**config.mk**
```make
export PLATFORM = sky130hd
export DESIGN_NAME = uart_rx
export DESIGN_NICKNAME = d
export VERILOG_FILES = /design/src/rtl/uart_rx.sv
export SDC_FILE = /design/constraint.sdc
export NUM_CORES = 1
export LEC_CHECK = 0
export ABC_AREA = 0
export CORE_ASPECT_RATIO = 0.5
export CORE_MARGIN = 4
export CORE_UTILIZATION = 33
export CTS_CLUSTER_SIZE = 24
export DETAILED_ROUTE_END_ITERATION = 10
export HOLD_SLACK_MARGIN = 0.03
export PLACE_DENSITY = 0.56
export SLEW_MARGIN = 20
export SYNTH_ARGS = -nofsm -noshare
export SYNTH_HDL_FRONTEND = slang
export SYNTH_SLANG_ARGS = --single-unit
export TNS_END_PERCENT = 50
```
**constraint.sdc**
```tcl
create_clock -name clk_50M -period 1.6 [get_ports clk_50M]
set_input_delay 0.32 -clock clk_50M [delete_from_list [all_inputs] [get_ports clk_50M]]
set_output_delay 0.32 -clock clk_50M [all_outputs]
set_load 0.005 [all_outputs]
```
**src/rtl/uart_rx.sv**
```systemverilog
// uart_rx: UART receiver with a 2-flop synchroniser, mid-bit sampling and a valid/ready holding register.
// Define UART_RX_PARITY_EN to add a parity bit (8E1/8O1 selected by PARITY_ODD); default build is 8N1.
module uart_rx #(
    parameter int CLKS_PER_BIT = 434,
    parameter int PARITY_ODD   = 0
) (
    input  logic       clk_50M,
    input  logic       rst_n,
    input  logic       rx,
    output logic [7:0] rx_data,
    output logic       rx_valid,
    input  logic       rx_ready,
    output logic       frame_err,
    output logic       overrun,
    output logic       par_err
);
    localparam int CNT_W = $clog2(CLKS_PER_BIT);
    localparam logic [CNT_W-1:0] HALF_LAST = CNT_W'(CLKS_PER_BIT / 2 - 1);
    localparam logic [CNT_W-1:0] FULL_LAST = CNT_W'(CLKS_PER_BIT - 1);

    if (CLKS_PER_BIT < 8 || PARITY_ODD > 1) begin : g_bad_cfg
        $error("uart_rx: CLKS_PER_BIT must be >= 8 and PARITY_ODD must be 0 or 1");
    end

    typedef enum logic [2:0] {
        IDLE  = 3'd0,
        START = 3'd1,
        DATA  = 3'd2,
        STOP  = 3'd3,
        BREAK = 3'd4
`ifdef UART_RX_PARITY_EN
        , PARITY = 3'd5
`endif
    } state_t;

    state_t             state;
    logic               sync1;
    logic               rx_s;
    logic [CNT_W-1:0]   cnt;
    logic [2:0]         idx;
    logic [7:0]         shift;
    logic               deliver;

`ifndef UART_RX_PARITY_EN
    assign par_err = 1'b0;
`endif

    always_ff @(posedge clk_50M) begin
        if (!rst_n) begin
            sync1     <= 1'b1;
            rx_s      <= 1'b1;
            state     <= IDLE;
            cnt       <= '0;
            idx       <= '0;
            shift     <= '0;
            deliver   <= 1'b0;
            rx_data   <= 8'h00;
            rx_valid  <= 1'b0;
            frame_err <= 1'b0;
            overrun   <= 1'b0;
`ifdef UART_RX_PARITY_EN
            par_err   <= 1'b0;
`endif
        end else begin
            sync1     <= rx;
            rx_s      <= sync1;
            frame_err <= 1'b0;
            overrun   <= 1'b0;
            deliver   <= 1'b0;
`ifdef UART_RX_PARITY_EN
            par_err   <= 1'b0;
`endif
            // The completed byte waits in shift for one cycle; a new frame cannot reach bit 0 that fast.
            if (deliver) begin
                if (!rx_valid || rx_ready) begin
                    rx_data  <= shift;
                    rx_valid <= 1'b1;
                end else begin
                    overrun <= 1'b1;
                end
            end else if (rx_ready) begin
                rx_valid <= 1'b0;
            end

            cnt <= cnt + CNT_W'(1);
            case (state)
                IDLE: begin
                    cnt <= '0;
                    if (!rx_s) state <= START;
                end
                START: begin
                    if (cnt == HALF_LAST) begin
                        cnt   <= '0;
                        state <= rx_s ? IDLE : DATA;
                    end
                end
                DATA: begin
                    if (cnt == FULL_LAST) begin
                        cnt        <= '0;
                        shift[idx] <= rx_s;
                        idx        <= idx + 3'd1;
                        if (idx == 3'd7) begin
`ifdef UART_RX_PARITY_EN
                            state <= PARITY;
`else
                            state <= STOP;
`endif
                        end
                    end
                end
`ifdef UART_RX_PARITY_EN
                PARITY: begin
                    if (cnt == FULL_LAST) begin
                        cnt     <= '0;
                        par_err <= ((^shift) ^ rx_s) != (PARITY_ODD != 0);
                        state   <= STOP;
                    end
                end
`endif
                STOP: begin
                    if (cnt == FULL_LAST) begin
                        cnt <= '0;
                        if (rx_s) begin
                            deliver <= 1'b1;
                            state   <= IDLE;
                        end else begin
                            frame_err <= 1'b1;
                            state     <= BREAK;
                        end
                    end
                end
                BREAK: begin
                    cnt <= '0;
                    if (rx_s) state <= IDLE;
                end
                default: begin
                    cnt   <= '0;
                    state <= IDLE;
                end
            endcase
        end
    end
endmodule
```
---- Word level (Yosys, flattened, before mapping) ----
Index checks and enable logic that the tools add are counted.
Widths: inputs -> output; s select.
storage, ports and cells
  register bits ........................... 37
  output and inout port bits .............. 12
  input bits .............................. 4
operators by class
  magnitude comparators ................... 2
  eq/ne operators ......................... 14
  multiplexer cells ....................... 21
  reductions and logical operators ........ 12
  add/sub/neg operators ................... 2
operators with widths
  operator             count
  $mux 3               7
  $mux 9               2
  $pmux 9 s2           1
  $pmux 3 s5           1
  $ne 2x2->1 const B   6
  $add 9x1->9 const B  1
  $eq 9x8->1 const B   1
  $eq 9x9->1 const B   1
  $bwmux 8             1
  $reduce_and 2->1     4
  $mux 1               7
  $eq 3x2->1 const B   2
  $eq 3x3->1 const B   2
  $reduce_and 6->1     1
  $lt 3x4->1 const B   1
  $add 3x1->3 const B  1
  $demux 1 s3          1
  $eq 3x1->1 const B   1
  $ge 3x1->1 const B   1
  $logic_not 3->1      1
  $reduce_and 3->1     1
  $mux 2               1
  $ne 2x1->1 const B   1
  $reduce_bool 2->1    1
  4 further kinds      4

---- Longest topological paths before layout ----
Gate-level depths: netlist (run 1).
  depth after elaboration ................. 5
  mapped depth ............................ 8
  mapped depth without buffers ............ 7

---- Least setup slack after synthesis (run 1) ----
Ideal clock, no wire load.
  path type ............................... flip-flop to flip-flop
  start ................................... register cnt[0]
  end ..................................... register shift[4]
  setup slack ............................. -0.145 ns
  path buffers ............................ 1
  arrival ................................. 1.613 ns
  data required time ...................... 1.468 ns
  cell stages (with the launch flop) ...... 8
  cells stage by stage .................... dfxtp_1 > ha_1 > and4bb_2 > nand4b_4 > or2_1 > buf_6 > o311ai_2 > o41ai_2
between the ends
  longest elaborated chain between the ends .. 2
RTL lines
  item                               RTL line  source
  start, declared                    39        logic [CNT_W-1:0] cnt;
  start signal, assigned             85        cnt <= cnt + CNT_W'(1);
  $eq 9x9->1                         98        if (cnt == FULL_LAST) begin
  $reduce_and 2->1 (no source line)  n/a
  end signal, assigned by index      100       shift[idx] <= rx_s;
  end, declared                      41        logic [7:0] shift;
No other way between the ends.
A chain may end at the register's enable or synchronous reset.

---- Final worst setup path (run 1) ----
  start ................................... register cnt[0]
  end ..................................... register state[2]
between the ends
  longest elaborated chain between the ends .. 3
  elaborated cells between the ends (all ways) .. 6
RTL lines
  item                                             RTL line     source
  $eq 9x9->1 / $eq 9x8->1 (equally long branches)  98, 121, 92
  $ne 2x2->1 (no source line)                      n/a
  $reduce_and 6->1 (no source line) *              n/a
  end signal, assigned                             94           state <= rx_s ? IDLE : DATA;
  end, declared                                    36           state_t state;
Every way passes the cells marked *; elsewhere a longest branch is shown, timed or not.

==> impl_metrics.prom, run 1 <==
# TYPE chip_impl_metric gauge
chip_impl_info{name="synth-main-ff-cell",value="sky130_fd_sc_hd__dfxtp_1"} 1
chip_impl_info{name="crit_chain",value="inv_2 -> ha_4 -> nand4_1 -> or4_4 -> a22o_4 -> o211ai_1 -> o41ai_2"} 1
chip_impl_metric{name="drcViolationCount",unit=""} 0
chip_impl_info{name="library_cell_used_as_clock_root_buffer",value="sky130_fd_sc_hd__clkbuf_8"} 1
chip_impl_metric{name="whs_path_cells",unit=""} 1
chip_impl_metric{name="grt_pass1_wl",unit="um"} 5250
chip_impl_metric{name="crit_required",unit="ns"} 1.77
chip_impl_metric{name="core",unit="mm^2"} 0.00459
chip_impl_metric{name="cts_num_sinks",unit=""} 37
chip_impl_info{name="critical_path_source_type",value="flip-flop"} 1
chip_impl_metric{name="final_cells",unit=""} 269
chip_impl_metric{name="dp.cells",unit=""} 262
chip_impl_info{name="min-delay-path-class",value="flip-flop to flip-flop"} 1
chip_impl_metric{name="top_level_ports",unit=""} 16
chip_impl_metric{name="clock_insertion_delay_at_the_later_pin_of_the_skew_report",unit="ns"} 0.28
chip_impl_metric{name="critical_path.max_stage_delay",unit="ns"} 0.43
chip_impl_metric{name="route.detailed.wl_per_inst",unit="um"} 11.5
chip_impl_metric{name="unique_cell_type_count_in_the_yosys_netlist",unit=""} 40
chip_impl_metric{name="final_hold_viol_count",unit=""} 0
chip_impl_metric{name="synth_edf_count",unit=""} 0
chip_impl_info{name="critPathKind",value="flip-flop to flip-flop"} 1
chip_impl_metric{name="antenna_found_initial",unit=""} 0
chip_impl_metric{name="dp_hpwl",unit="um"} 2160
chip_impl_metric{name="synth.top_cell.area_share",unit="%"} 45.1
chip_impl_metric{name="clock_path_buffers",unit=""} 2
chip_impl_metric{name="power.share.sequential",unit="%"} 52.5
chip_impl_info{name="yosys-top-cells-area",value="sky130_fd_sc_hd__dfxtp_1, sky130_fd_sc_hd__mux2i_1, sky130_fd_sc_hd__nor2b_1"} 1
chip_impl_metric{name="avgSynthCellArea",unit="um^2"} 9.78
chip_impl_metric{name="power_internal",unit="mW"} 1.39
chip_impl_metric{name="finalWeightedCongestion",unit=""} 0.811
chip_impl_metric{name="switching_share",unit="%"} 24.6
chip_impl_metric{name="p_comb_share",unit="%"} 12.2
chip_impl_metric{name="fillers",unit=""} 458
chip_impl_metric{name="effective_utilization_at_floorplan",unit="%"} 35.8
chip_impl_metric{name="synthCells",unit=""} 168
chip_impl_metric{name="synthArstFlopShare",unit="%"} 0
chip_impl_metric{name="worst_supply_voltage_drop_on_vdd",unit="V"} 0.000291
chip_impl_metric{name="power.share.clock",unit="%"} 35.3
chip_impl_metric{name="finalNetCount",unit=""} 212
chip_impl_info{name="clock_tree_from_tritoncts",value="built"} 1
chip_impl_info{name="critical_path.endpoint_type",value="flip-flop"} 1
chip_impl_metric{name="num_rows",unit=""} 17
chip_impl_metric{name="clk_transition_reported_paths",unit="ns"} 0.07
chip_impl_metric{name="timing.reg2reg.worst_path_depth",unit=""} 7
chip_impl_info{name="synth_most_common_cell",value="sky130_fd_sc_hd__dfxtp_1"} 1
chip_impl_metric{name="grt-ovfl-total",unit=""} 0
chip_impl_metric{name="pin_count_of_the_biggest_net_entering_global_routing",unit=""} 18
chip_impl_metric{name="max-cap-violations",unit=""} 0
chip_impl_metric{name="timing.clock.skew",unit="ns"} 0.00383
chip_impl_metric{name="port-buffer-count",unit=""} 14
chip_impl_info{name="timing.critical_path.slowest_stage_cell",value="sky130_fd_sc_hd__or4_4"} 1
chip_impl_metric{name="syn_nets",unit=""} 177
chip_impl_info{name="synthDominantAreaCellType",value="sky130_fd_sc_hd__dfxtp_1"} 1
chip_impl_metric{name="fin_crit_sh",unit="%"} 108
chip_impl_metric{name="p_switching",unit="mW"} 0.453
chip_impl_metric{name="htreeDepth",unit=""} 2
chip_impl_metric{name="postCtsHoldBufs",unit=""} 0
chip_impl_info{name="violations",value="negative setup slack"} 1
chip_impl_metric{name="syn_to_final_growth",unit="%"} 30.3
chip_impl_metric{name="hold_ws",unit="ns"} 0.445
chip_impl_metric{name="cts_setup_buffers",unit=""} 0
chip_impl_metric{name="antenna_cells_inserted",unit=""} 0
chip_impl_metric{name="timing.final.setup_violations",unit=""} 16
chip_impl_metric{name="cp_max_fo",unit=""} 5
chip_impl_metric{name="number_of_buffers_inserted_during_clock_tree_synthesis",unit=""} 5
chip_impl_metric{name="die_w",unit="um"} 108
chip_impl_metric{name="antenna_left",unit=""} 0
chip_impl_metric{name="avgViaCountPerCell",unit=""} 4.47
chip_impl_metric{name="grt_util_all_layers",unit="%"} 10.7
chip_impl_metric{name="timing.fmax",unit="MHz"} 580
chip_impl_metric{name="seq_area_frac_synth",unit="%"} 45.1
chip_impl_metric{name="synth_seq_cells",unit=""} 37
chip_impl_metric{name="post_route_cells_drive_above_1_share",unit="%"} 24.1
chip_impl_metric{name="routed_wirelength",unit="um"} 3080
chip_impl_info{name="rsz0062_at_grt",value="true"} 1
chip_impl_metric{name="timing_max_transition_violations_final",unit=""} 0
chip_impl_metric{name="netlist_area",unit="mm^2"} 0.00164
chip_impl_info{name="synth_commonest_cells",value="sky130_fd_sc_hd__dfxtp_1, sky130_fd_sc_hd__nand2_1, sky130_fd_sc_hd__mux2i_1"} 1
chip_impl_metric{name="first_global_vias",unit=""} 1205
chip_impl_metric{name="fin_ws",unit="ns"} -0.123
chip_impl_metric{name="time_the_final_worst_path_needs_with_i_o_delays_and_setup",unit="ns"} 1.72
chip_impl_metric{name="synthesis.yosys.warnings",unit=""} 0
chip_impl_metric{name="die_y",unit="um"} 57.9
chip_impl_metric{name="crit_arrival",unit="ns"} 1.89
chip_impl_info{name="outcome",value="finished, violations left"} 1
chip_impl_metric{name="leakagePower",unit="nW"} 0.907
chip_impl_metric{name="initial_drc_count",unit=""} 51
chip_impl_metric{name="fp.dieArea",unit="mm^2"} 0.00624
chip_impl_metric{name="count_of_tritonroute_iterations_in_the_first_routing_pass",unit=""} 4
chip_impl_metric{name="detailroute.via_count",unit=""} 1202
chip_impl_metric{name="powerDensity",unit="mW/mm^2"} 861
final cells by class:
class / count / area, um^2 / share of cell area, %
Clock buffer: 7 / 86.3 / 4.03
Inverter: 4 / 15.0 / 0.701
Multi-Input combinational cell: 119 / 905 / 42.3
Sequential cell: 37 / 743 / 34.7
Tap cell: 66 / 82.6 / 3.86
Timing Repair Buffer: 36 / 309 / 14.4
power by group through the flow:
stage / Clock [mW] / Sequential (mW) / Combinational (mW)
6_report: 0.650 / 0.968 / 0.225
3_5_place_dp: 0 / 0.986 / 0.179
3_3_place_gp: 0 / 0.985 / 0.180
5_1_grt: 0.719 / 0.971 / 0.245
4_1_cts: 0.673 / 0.968 / 0.213
2_1_floorplan: 0 / 0.984 / 0.114
sequential cells by signal, summed over array words and instances (netlist names):
name       flops
cnt            9
rx_data        8
shift          8
idx            3
state          3
deliver        1
frame_err      1
overrun        1
rx_s           1
rx_valid       1
sync1          1
placed cells by master (no fill, tap or decap), drive strengths merged, types with 3 or more instances in the layout:
cell type,netlist,final
mux2i,16,16
o21ai,3,3
dfxtp,37,37
nand2b,6,6
nand3,6,6
xnor2,5,5
nor2b,13,13
xor2,3,3
inv,4,4
clkbuf,4,7
nor2,15,15
clkdlybuf4s50,0,14
buf,4,22
ha,5,5
nor3,3,3
nand2,17,17
per-layer routing:
| layer | global-route usage, % | part of all wire (%) | wire length, um | vias up |
|---|---|---|---|---|
| met5 | 0 | 0 | 0 | - |
| met4 | 5.94 | 1.8 | 57 | 0 |
| met3 | 3.78 | 3.4 | 106 | 5 |
| met2 | 16.8 | 44 | 1370 | 13 |
| met1 | 12.9 | 50 | 1550 | 548 |
| li1 | - | - | - | 636 |
stage by stage:
step                      util (%)  TNS [ns]  power, mW  cell area (um^2)  worst slack, ns
after global routing          46.6     -2.18       1.93              2140           -0.186
after global placement        43.4     -1.30       1.17              1990           -0.109
final                         46.6    -0.851       1.84              2140           -0.123
after floorplan                  -    -0.292       1.10              1650           -0.100
after CTS                     46.1    -0.731       1.85              2120          -0.0994
after detailed placement      43.4     -1.60       1.17              1990           -0.127
cell families (layout without fill, tap and decap cells):
family	Yosys count	in the layout	synth area share [%]
other	1	1	0.228
and+or+nand+nor	75	75	25.8
muxes	16	16	9.75
buffers and inverters	12	47	3.43
adders and majority gates	5	5	3.81
DFF	37	37	45.1
AOI/OAI and AO/OA	14	14	7.62
xor gates and xnor gates	8	8	4.27
final timing paths:
path              startpoint       end  slack [ns]
setup / recovery      cnt[0]  state[2]       -0.12
hold / removal         sync1      rx_s        0.44
setup reg to reg      cnt[0]  state[2]       -0.12
hold reg to reg        sync1      rx_s        0.44
timing repair:
action | in CTS | in global routing
gates resized for setup | 11 | 4
setup endpoints to repair | 18 | 20
pin swaps | 5 | 1
critical path, delay by kind of cell (launching register included):
family / cells / cell delay [ns]
AOI/OAI and AO/OA: 3 / 0.58
adders and majority gates: 1 / 0.12
buffers and inverters: 1 / 0.07
DFF: 1 / 0.33
and+or+nand+nor: 2 / 0.51
No activity file was read; power rests on OpenSTA's default activity.
==> run 2: changes to the inputs <==
--- a/config.mk
+++ b/config.mk
@@ -6,13 +6,16 @@
 export NUM_CORES = 1
 export LEC_CHECK = 0
 export ABC_AREA = 0
+export CELL_PAD_IN_SITES_DETAIL_PLACEMENT = 0
+export CELL_PAD_IN_SITES_GLOBAL_PLACEMENT = 1
 export CORE_ASPECT_RATIO = 0.5
 export CORE_MARGIN = 4
 export CORE_UTILIZATION = 33
+export CTS_CLUSTER_DIAMETER = 120
 export CTS_CLUSTER_SIZE = 24
 export DETAILED_ROUTE_END_ITERATION = 10
 export HOLD_SLACK_MARGIN = 0.03
-export PLACE_DENSITY = 0.56
+export PLACE_DENSITY = 0.67
 export SLEW_MARGIN = 20
 export SYNTH_ARGS = -nofsm -noshare
 export SYNTH_HDL_FRONTEND = slang
==> run 2 against run 1 <==
  * Clock-buffer cell count decreased by 1
  * Final area grew 0.35%
  * Global-route usage is essentially flat
  * The flow still finishes with violations (negative setup slack)
  * Non-clock buffer count fell by 2
  * Combinational power about the same
  * Utilization increased by 0.16 points
  * Sequential share of layout area shrank 0.12 points
  * Power rose by 1.7%
==> impl_metrics.prom, run 2 (synthesis gave the netlist of run 1 again) <==
# TYPE chip_impl_metric gauge
chip_impl_info{name="outcome",value="finished, violations left"} 1
chip_impl_info{name="violations",value="negative setup slack"} 1
chip_impl_metric{name="grt_util_met1",unit="%"} 14.4
chip_impl_metric{name="effective_utilization_at_floorplan",unit="%"} 35.8
chip_impl_metric{name="finalNetCount",unit=""} 210
chip_impl_metric{name="grtUsageMet3",unit="%"} 4.00
chip_impl_metric{name="drcViolationCount",unit=""} 0
chip_impl_metric{name="critical_path.max_stage_delay",unit="ns"} 0.43
chip_impl_metric{name="worst_supply_voltage_drop_on_vdd",unit="V"} 0.000346
chip_impl_metric{name="die_y",unit="um"} 57.9
chip_impl_info{name="crit_chain",value="inv_2 -> ha_1 -> nand4_1 -> or4_4 -> a22o_4 -> o211ai_1 -> o41ai_2"} 1
chip_impl_metric{name="leakagePower",unit="nW"} 0.912
chip_impl_metric{name="port-buffer-count",unit=""} 14
chip_impl_metric{name="clock_insertion_delay_at_the_later_pin_of_the_skew_report",unit="ns"} 0.29
chip_impl_metric{name="gr-usage-met2",unit="%"} 15.3
chip_impl_metric{name="timing.fmax",unit="MHz"} 588
chip_impl_metric{name="fin_ws",unit="ns"} -0.100
chip_impl_info{name="layout_top_registers",value="cnt: 9 flops, rx_data: 8 flops, shift: 8 flops"} 1
chip_impl_metric{name="hold_ws",unit="ns"} 0.416
chip_impl_metric{name="detailroute.via_count",unit=""} 1201
chip_impl_metric{name="whs_path_cells",unit=""} 1
chip_impl_info{name="most-common-layout-cells",value="sky130_fd_sc_hd__dfxtp_1, sky130_fd_sc_hd__buf_4, sky130_fd_sc_hd__nand2_1, sky130_fd_sc_hd__mux2i_1, sky130_fd_sc_hd__clkdlybuf4s50_1"} 1
chip_impl_metric{name="dp_hpwl",unit="um"} 2150
chip_impl_metric{name="avgViaCountPerCell",unit=""} 4.48
chip_impl_metric{name="cts_num_sinks",unit=""} 37
chip_impl_info{name="min-delay-path-class",value="flip-flop to flip-flop"} 1
chip_impl_metric{name="fin_tns_setup",unit="ns"} -1.06
chip_impl_metric{name="max_reg_flops",unit=""} 9
chip_impl_metric{name="antenna_found_initial",unit=""} 0
chip_impl_metric{name="dp_worst_setup_slack",unit="ns"} -0.130
chip_impl_metric{name="grt_util_all_layers",unit="%"} 10.7
chip_impl_info{name="library_cell_used_as_clock_root_buffer",value="sky130_fd_sc_hd__clkbuf_8"} 1
chip_impl_metric{name="crit_required",unit="ns"} 1.76
chip_impl_metric{name="fp.dieArea",unit="mm^2"} 0.00624
chip_impl_metric{name="core",unit="mm^2"} 0.00459
chip_impl_metric{name="number_of_buffers_inserted_during_clock_tree_synthesis",unit=""} 5
chip_impl_metric{name="die_w",unit="um"} 108
chip_impl_metric{name="r2r_setup_slack",unit="ns"} -0.10
chip_impl_info{name="critical_path.endpoint_type",value="flip-flop"} 1
chip_impl_metric{name="num_rows",unit=""} 17
chip_impl_info{name="timing.critical_path.slowest_stage_cell",value="sky130_fd_sc_hd__or4_4"} 1
chip_impl_info{name="critPathKind",value="flip-flop to flip-flop"} 1
chip_impl_metric{name="crit_arrival",unit="ns"} 1.86
chip_impl_metric{name="timing_max_transition_violations_final",unit=""} 0
chip_impl_metric{name="syn_to_final_growth",unit="%"} 30.8
chip_impl_metric{name="timing.reg2reg.worst_path_depth",unit=""} 7
chip_impl_metric{name="max-cap-violations",unit=""} 0
chip_impl_metric{name="grt_pass1_wl",unit="um"} 5260
chip_impl_metric{name="time_the_final_worst_path_needs_with_i_o_delays_and_setup",unit="ns"} 1.70
chip_impl_metric{name="post_route_cells_drive_above_1_share",unit="%"} 23.8
chip_impl_metric{name="antenna_left",unit=""} 0
chip_impl_info{name="rsz0062_at_grt",value="true"} 1
chip_impl_info{name="layout_commonest_cell",value="sky130_fd_sc_hd__dfxtp_1"} 1
chip_impl_info{name="grt_most_used_layer",value="met2"} 1
chip_impl_info{name="critical_path_source_type",value="flip-flop"} 1
chip_impl_metric{name="timing.clock.skew",unit="ns"} 0.00955
chip_impl_metric{name="finalWeightedCongestion",unit=""} 0.796
chip_impl_metric{name="first_global_vias",unit=""} 1131
chip_impl_metric{name="routed_wirelength",unit="um"} 2960
chip_impl_metric{name="postCtsHoldBufs",unit=""} 0
chip_impl_metric{name="count_of_tritonroute_iterations_in_the_first_routing_pass",unit=""} 4
chip_impl_metric{name="layout.core_utilization",unit="%"} 46.8
chip_impl_metric{name="final_hold_viol_count",unit=""} 0
chip_impl_metric{name="initial_drc_count",unit=""} 52
chip_impl_metric{name="grt-ovfl-total",unit=""} 0
chip_impl_metric{name="cp_max_fo",unit=""} 5
chip_impl_metric{name="htreeDepth",unit=""} 2
chip_impl_metric{name="fin_crit_sh",unit="%"} 106
chip_impl_metric{name="route.detailed.wl_per_inst",unit="um"} 11.0
chip_impl_metric{name="powerDensity",unit="mW/mm^2"} 872
chip_impl_metric{name="clk_transition_reported_paths",unit="ns"} 0.07
chip_impl_metric{name="timing.final.setup_violations",unit=""} 15
chip_impl_metric{name="top_level_ports",unit=""} 16
chip_impl_info{name="clock_tree_from_tritoncts",value="built"} 1
chip_impl_metric{name="clock_path_buffers",unit=""} 2
chip_impl_info{name="largest_register",value="cnt"} 1
chip_impl_metric{name="pin_count_of_the_biggest_net_entering_global_routing",unit=""} 24
chip_impl_metric{name="antenna_cells_inserted",unit=""} 0
run 2: changes by cell type in the layout (fill, tap and decap cells not counted), sizes merged:
cell    change
clkinv      +2
buf         -2
clkbuf      -1
run 2: routing by layer:
layer,vias up,wire length (um)
li1,635,-
met1,543,1560
met2,18,1250
met3,5,102
met4,0,44
met5,-,0
run 2: layout make-up:
class,instances,area [um^2]
Fill cell,451,2450
Multi-Input combinational cell,119,905
Sequential cell,37,743
Timing Repair Buffer,34,307
Clock buffer,6,82.6
Tap cell,66,82.6
Inverter,4,15.0
Clock inverter,2,13.8
run 2: stage by stage:
stage          cells  cell area, um^2  total power, mW
2_1_floorplan    168             1650             1.10
3_3_place_gp     260             2000             1.18
6_report         268             2150             1.87
5_1_grt          268             2150             1.96
3_5_place_dp     260             2000             1.18
4_1_cts          268             2130             1.90
run 2: critical path, delay by kind of cell, from the launching register on:
family	cells	cell delay [ns]
AO/OA/AOI/OAI	3	0.56
AND/OR/NAND/NOR	2	0.52
buffers and inverters	1	0.04
adder cells (fa/ha/maj)	1	0.13
flip-flops	1	0.34
run 2: what timing repair did:
item | CTS | global route
resized for setup | 7 | 7
setup endpoints to repair | 17 | 22
pin swaps | 1 | 1
buffers inserted | 0 | 1
run 2: path summary, 6_finish.rpt:
path	startpoint	end
hold reg to reg	sync1	rx_s
setup / recovery	cnt[0]	state[2]
setup reg to reg	cnt[0]	state[2]
hold / removal	sync1	rx_s
run 2: power breakdown:
part	internal (mW)	switching, mW	total, mW
logic	0.113	0.115	0.228
clock network	0.349	0.331	0.679
registers	0.941	0.0254	0.967
